File: src/rtl/pipe_stage_reg_pkg.sv
// Shared pipeline definitions: buffer state encoding, default widths and the
// bit layout of the decoded control bundle.
package pipe_stage_reg_pkg;

  localparam int unsigned DEFAULT_DATA_W = 134;
  localparam int unsigned DEFAULT_CTRL_W = 17;

  // Encoding doubles as the occupancy count.
  typedef enum logic [1:0] {
    EMPTY = 2'd0,
    ONE   = 2'd1,
    TWO   = 2'd2
  } bufState_t;

  // Control bundle: {jType, memWrite, memRead, pcImmSel[3:0], aluSel[3:0], regWrite, wAddr[4:0]}
  localparam int unsigned CTRL_WADDR_LSB  = 0;
  localparam int unsigned CTRL_WADDR_W    = 5;
  localparam int unsigned CTRL_REGWRITE   = 5;
  localparam int unsigned CTRL_ALUSEL_LSB = 6;
  localparam int unsigned CTRL_ALUSEL_W   = 4;
  localparam int unsigned CTRL_PCIMM_LSB  = 10;
  localparam int unsigned CTRL_PCIMM_W    = 4;
  localparam int unsigned CTRL_MEMREAD    = 14;
  localparam int unsigned CTRL_MEMWRITE   = 15;
  localparam int unsigned CTRL_JTYPE      = 16;

  function automatic logic [1:0] stateOcc(input bufState_t s);
    return 2'(s);
  endfunction

endpackage

File: src/rtl/pipe_entry_reg.sv
// One pipeline entry {valid, ctrl, data}; clear wins over load and leaves a
// bubble with all-zero control.
module pipe_entry_reg
  import pipe_stage_reg_pkg::*;
#(
  parameter int unsigned CTRL_W = DEFAULT_CTRL_W,
  parameter int unsigned DATA_W = DEFAULT_DATA_W
) (
  input  logic              clk,
  input  logic              reset,
  input  logic              load,
  input  logic              clear,
  input  logic [CTRL_W-1:0] inCtrl,
  input  logic [DATA_W-1:0] inData,
  output logic              valid,
  output logic [CTRL_W-1:0] ctrl,
  output logic [DATA_W-1:0] data
);

  always_ff @(posedge clk or negedge reset) begin
    if (!reset) begin
      valid <= 1'b0;
      ctrl  <= '0;
      data  <= '0;
    end else if (clear) begin
      valid <= 1'b0;
      ctrl  <= '0;
      data  <= '0;
    end else if (load) begin
      valid <= 1'b1;
      ctrl  <= inCtrl;
      data  <= inData;
    end
  end

endmodule

File: src/rtl/pipe_stage_reg.sv
// Pipeline stage register: plain register (SKID=0) or two-entry skid buffer
// (SKID=1) with flush and bubble insertion.
module pipe_stage_reg
  import pipe_stage_reg_pkg::*;
#(
  parameter int unsigned DATA_W = DEFAULT_DATA_W,
  parameter int unsigned CTRL_W = DEFAULT_CTRL_W,
  parameter int unsigned SKID   = 1
) (
  input  logic              clk,
  input  logic              reset,
  input  logic              in_valid,
  output logic              in_ready,
  input  logic [CTRL_W-1:0] in_ctrl,
  input  logic [DATA_W-1:0] in_data,
  input  logic              flush,
  output logic              out_valid,
  input  logic              out_ready,
  output logic [CTRL_W-1:0] out_ctrl,
  output logic [DATA_W-1:0] out_data,
  output logic [1:0]        occupancy
);

  generate
    if (SKID == 0) begin : gSingle
      logic mainValid;
      logic accept;
      logic deq;

      assign in_ready = !mainValid | out_ready;
      assign accept   = in_valid & in_ready;
      assign deq      = mainValid & out_ready;

      pipe_entry_reg #(
        .CTRL_W (CTRL_W),
        .DATA_W (DATA_W)
      ) mainEntry (
        .clk    (clk),
        .reset  (reset),
        .load   (accept),
        .clear  (flush | (deq & !accept)),
        .inCtrl (in_ctrl),
        .inData (in_data),
        .valid  (mainValid),
        .ctrl   (out_ctrl),
        .data   (out_data)
      );

      assign out_valid = mainValid;
      assign occupancy = {1'b0, mainValid};
    end else begin : gSkid
      bufState_t         state;
      bufState_t         stateNext;
      logic              mainValid;
      logic              skidValid;
      logic [CTRL_W-1:0] skidCtrl;
      logic [DATA_W-1:0] skidData;
      logic              accept;
      logic              deq;
      logic              mainLoad;
      logic              mainClear;
      logic              mainFromSkid;
      logic              skidLoad;
      logic              skidClear;

      // skidValid is itself a flop, so in_ready has no path from out_ready.
      assign in_ready = !skidValid;
      assign accept   = in_valid & in_ready;
      assign deq      = mainValid & out_ready;

      always_comb begin
        stateNext    = state;
        mainLoad     = 1'b0;
        mainClear    = 1'b0;
        mainFromSkid = 1'b0;
        skidLoad     = 1'b0;
        skidClear    = 1'b0;
        if (flush) begin
          stateNext = EMPTY;
          mainClear = 1'b1;
          skidClear = 1'b1;
        end else begin
          case (state)
            EMPTY: begin
              if (accept) begin
                mainLoad  = 1'b1;
                stateNext = ONE;
              end
            end
            ONE: begin
              if (accept && !deq) begin
                skidLoad  = 1'b1;
                stateNext = TWO;
              end else if (accept && deq) begin
                mainLoad = 1'b1;
              end else if (deq) begin
                mainClear = 1'b1;
                stateNext = EMPTY;
              end
            end
            TWO: begin
              if (deq) begin
                mainLoad     = 1'b1;
                mainFromSkid = 1'b1;
                skidClear    = 1'b1;
                stateNext    = ONE;
              end
            end
            default: begin
              stateNext = EMPTY;
              mainClear = 1'b1;
              skidClear = 1'b1;
            end
          endcase
        end
      end

      always_ff @(posedge clk or negedge reset) begin
        if (!reset) state <= EMPTY;
        else        state <= stateNext;
      end

      pipe_entry_reg #(
        .CTRL_W (CTRL_W),
        .DATA_W (DATA_W)
      ) mainEntry (
        .clk    (clk),
        .reset  (reset),
        .load   (mainLoad),
        .clear  (mainClear),
        .inCtrl (mainFromSkid ? skidCtrl : in_ctrl),
        .inData (mainFromSkid ? skidData : in_data),
        .valid  (mainValid),
        .ctrl   (out_ctrl),
        .data   (out_data)
      );

      pipe_entry_reg #(
        .CTRL_W (CTRL_W),
        .DATA_W (DATA_W)
      ) skidEntry (
        .clk    (clk),
        .reset  (reset),
        .load   (skidLoad),
        .clear  (skidClear),
        .inCtrl (in_ctrl),
        .inData (in_data),
        .valid  (skidValid),
        .ctrl   (skidCtrl),
        .data   (skidData)
      );

      assign out_valid = mainValid;
      assign occupancy = stateOcc(state);
    end
  endgenerate

endmodule
File: config.mk
export PLATFORM = sky130hd
export DESIGN_NAME = pipe_stage_reg
export DESIGN_NICKNAME = d
export VERILOG_FILES = /design/src/rtl/pipe_stage_reg_pkg.sv /design/src/rtl/pipe_entry_reg.sv /design/src/rtl/pipe_stage_reg.sv
export SDC_FILE = /design/constraint.sdc
export NUM_CORES = 1
export LEC_CHECK = 0
export CAP_MARGIN = 20
export CORE_MARGIN = 8
export CORE_UTILIZATION = 50
export CTS_CLUSTER_SIZE = 20
export DETAILED_ROUTE_END_ITERATION = 12
export PLACE_DENSITY = 0.85
export RECOVER_POWER = 25
export SETUP_SLACK_MARGIN = 0.5
export SYNTH_ARGS = -nofsm -noshare
export SYNTH_HDL_FRONTEND = slang
export SYNTH_SLANG_ARGS = --single-unit
File: constraint.sdc
create_clock -name clk -period 2.7 [get_ports clk]
set_clock_uncertainty 0.15 [all_clocks]
set_input_delay 0.405 -clock clk [delete_from_list [all_inputs] [get_ports clk]]
set_output_delay 0.405 -clock clk [all_outputs]
set_load 0.03 [all_outputs]
==> results_dict.tcl <==
set metrics [dict create \
    status "finished, final reports clean" \
    yosysUniqueCellTypes 28 \
    routedWlPerCell_um 21.0 \
    fin_util_pct 69.8 \
    p_total_mw 13.3 \
    grt_pass1_vias 11100 \
    grt_start_max_net_pins 150 \
    vias 10700 \
    overflow 0 \
    synth_nets 1350 \
    regToRegSetupSlack_ps 450 \
    slew_headroom_pct 44.6 \
    period_share_pct 83.2 \
    startpoint_type "flop" \
    globalplace.congestion 0.791 \
    yosysWarnings 0 \
    synth_edf_count 0 \
    hp-class "in -> reg" \
    drv_slew 0 \
    cpMostUsedCell "buf_12" \
    row_count 58 \
    grt_pass1_wl_um 60600 \
    tritoncts "done" \
    grt_busiest_layer "met2" \
    cp_cell_sequence "nor3b_1 -> o32a_2 -> nor2_4 -> buf_12 -> buf_12 -> a221o_1" \
    drc 0 \
    grt_usage_pct 23.9 \
    hold_violations 0 \
    finalWirelength_um 38300 \
    yosysTopAreaCell "dfrtp_1" \
    cap_violations 0 \
    async_flop_share_pct 100 \
    numCtsBuffers 31 \
    avgSynthCellArea_sq_um 10.6 \
    die_y_um 175 \
    cp_max_fo 52 \
    cts_htree_levels 1 \
    ys_seq_area_share_pct 60.3 \
    cpPeakStageDelay_ps 500 \
    rsz0062_at_grt "no" \
    worst_pin_slew_ps 830 \
    synth_top_area_share_pct 60.3 \
    ys_ff_latch 306 \
    syn_inst 1194 \
    drt-initial-drc-count 1132 \
    netlist_top_cells_count "dfrtp_1, nand2b_1, nor2_1, nand2_1, a221o_1" \
    grtUsageMet3_pct 6.08 \
    via_per_inst 5.86 \
    leakage_nw 8.19 \
    area_growth_pct 37.6 \
    dieArea_sq_mm 0.0308 \
    drtPass1Iterations 7 \
    slowest_stage "dfrtp_1" \
    ios 311 \
    finalNetCount 1624 \
    synth_most_common_cell "dfrtp_1" \
    cp_data_required_time_ps 2970 \
    synthTopCellsByArea "dfrtp_1, a221o_1, nand2b_1" \
    path_class "reg -> reg" \
    start_util_pct 50.7 \
    synthesis.area_sq_mm 0.0127 \
    grt.met1_usage_pct 31.3 \
    postRouteAntennaNets 0 \
    drive_gt1_share_pct 5.97 \
    antenna_found_initial 3 \
    grtUsageMet2_pct 38.0 \
    portBuffers 310 \
    max_freq_mhz 445 \
    die_x_um 175 \
    min_period_ps 2250 \
    clock_sinks 306 \
    clock_latency_ps 540 \
    vdd_drop_max_mv 0.535 \
    clk_pin_slew_ps 60 \
    ys.flop_type "dfrtp_1" \
    core-area_sq_mm 0.0250 \
    cp.arrival_ps 2520 \
    power_density_mw_per_mm2 763 \
    cts.path.max_buffers 3 \
    finalSetupViolations 0 \
    dp_hpwl_um 23700 \
    end_kind "flop" \
    root_buffer "clkbuf_16" \
]
critical path: cells and delay by family, from the launching register on:
| kind | cells | cell delay [ps] |
|---|---|---|
| compound gates | 2 | 680 |
| simple gates | 2 | 440 |
| flops | 1 | 500 |
| buf+inv | 2 | 300 |
cells in the final DEF, fill, tap and decap left out, types with 2 or more instances in the layout:
cell               n
clkinv_2           3
dfrtp_1          306
a221o_1          151
diode_2            3
nand2b_1         154
a21oi_1            3
clkdlybuf4s50_1  233
o21ai_1           89
dlymetal6s2s_1    46
dlygate4sd3_1      2
clkinv_4           2
nand3b_1           2
nor2_1           153
nand2_1          152
o21ai_0           63
inv_1              3
clkbuf_16         31
bufinv_16          9
dlygate4sd2_1     27
buf_4             10
clkbuf_8           8
clkbuf_1           7
nor4_4             2
buf_12            16
per-layer routing:
layer | routed length (um) | share of wire [%]
met1 | 15500 | 41
met2 | 18400 | 48
met3 | 3130 | 8.2
met4 | 1240 | 3.2
met5 | 0 | 0
kinds of logic (layout without fill, tap and decap cells):
| family | count (synthesis) | in the layout | synth area share, % |
|---|---|---|---|
| other | 0 | 3 | 0 |
| muxes | 1 | 1 | 0.0788 |
| AOI/OAI and AO/OA | 311 | 311 | 18.3 |
| xor gates and xnor gates | 1 | 1 | 0.0690 |
| DFF | 306 | 306 | 60.3 |
| buffers and inverters | 106 | 402 | 3.91 |
| and+or+nand+nor | 469 | 470 | 17.3 |
final cells by class:
class                   instances  area [sq um]
flip-flops and latches        306          7660
fillers                      1780          7560
multi-input cells             783          4570
repair buffers                343          3610
clock buffers                  40           890
well taps                     330           413
clock inverters                16           319
inverters                       3          11.3
diodes                          3          7.51
metrics by stage:
step	TNS [ps]	instances	hold slack (ps)	area [sq um]	setup slack (ps)
detailed placement	-2780	1758	266	16100	-82.5
finish	0	1824	282	17500	454
global route	0	1824	273	17500	385
floorplan	0	1194	-40.6	12700	638
global placement	-1450	1758	276	16100	-32.6
CTS	0	1821	262	17400	502
sequential cells by signal, summed over array words and instances (netlist names):
signal,count
gSkid.skidEntry.ctrl,17
gSkid.mainEntry.ctrl,17
gSkid.mainEntry.valid,1
occupancy,2
gSkid.mainEntry.data,134
gSkid.skidEntry.data,134
gSkid.skidEntry.valid,1
power breakdown:
group	internal [mW]	leakage, nW	switching (mW)
clock	3.18	0.593	1.81
combinational	1.21	3.42	1.79
sequential	5.06	4.18	0.297
what timing repair did:
action                     4_1_cts  5_1_grt
pin swaps                        1        0
setup buffers                    4        0
hold buffers                     2        0
resized for setup               29       50
cloned                           1        0
hold endpoints to repair        63        0
setup endpoints to repair      162      166
path summary, 6_finish.rpt:
check                                                          start                                     to  cells past startpoint
worst max-delay path                        occupancy[1]$_DFFE_PN0P_   gSkid.mainEntry.data[54]$_DFFE_PN0P_                      6
worst min-delay path                                    in_data[104]  gSkid.skidEntry.data[104]$_DFFE_PN0P_                      3
worst max register to register              occupancy[1]$_DFFE_PN0P_   gSkid.mainEntry.data[54]$_DFFE_PN0P_                      6
worst min register to register  gSkid.mainEntry.data[40]$_DFFE_PN0P_   gSkid.mainEntry.data[40]$_DFFE_PN0P_                      1
max in group asynchronous                                      reset   gSkid.skidEntry.data[65]$_DFFE_PN0P_                      3
min in group asynchronous                                      reset   gSkid.skidEntry.data[88]$_DFFE_PN0P_                      2
(Power assumes the default switching activity.)
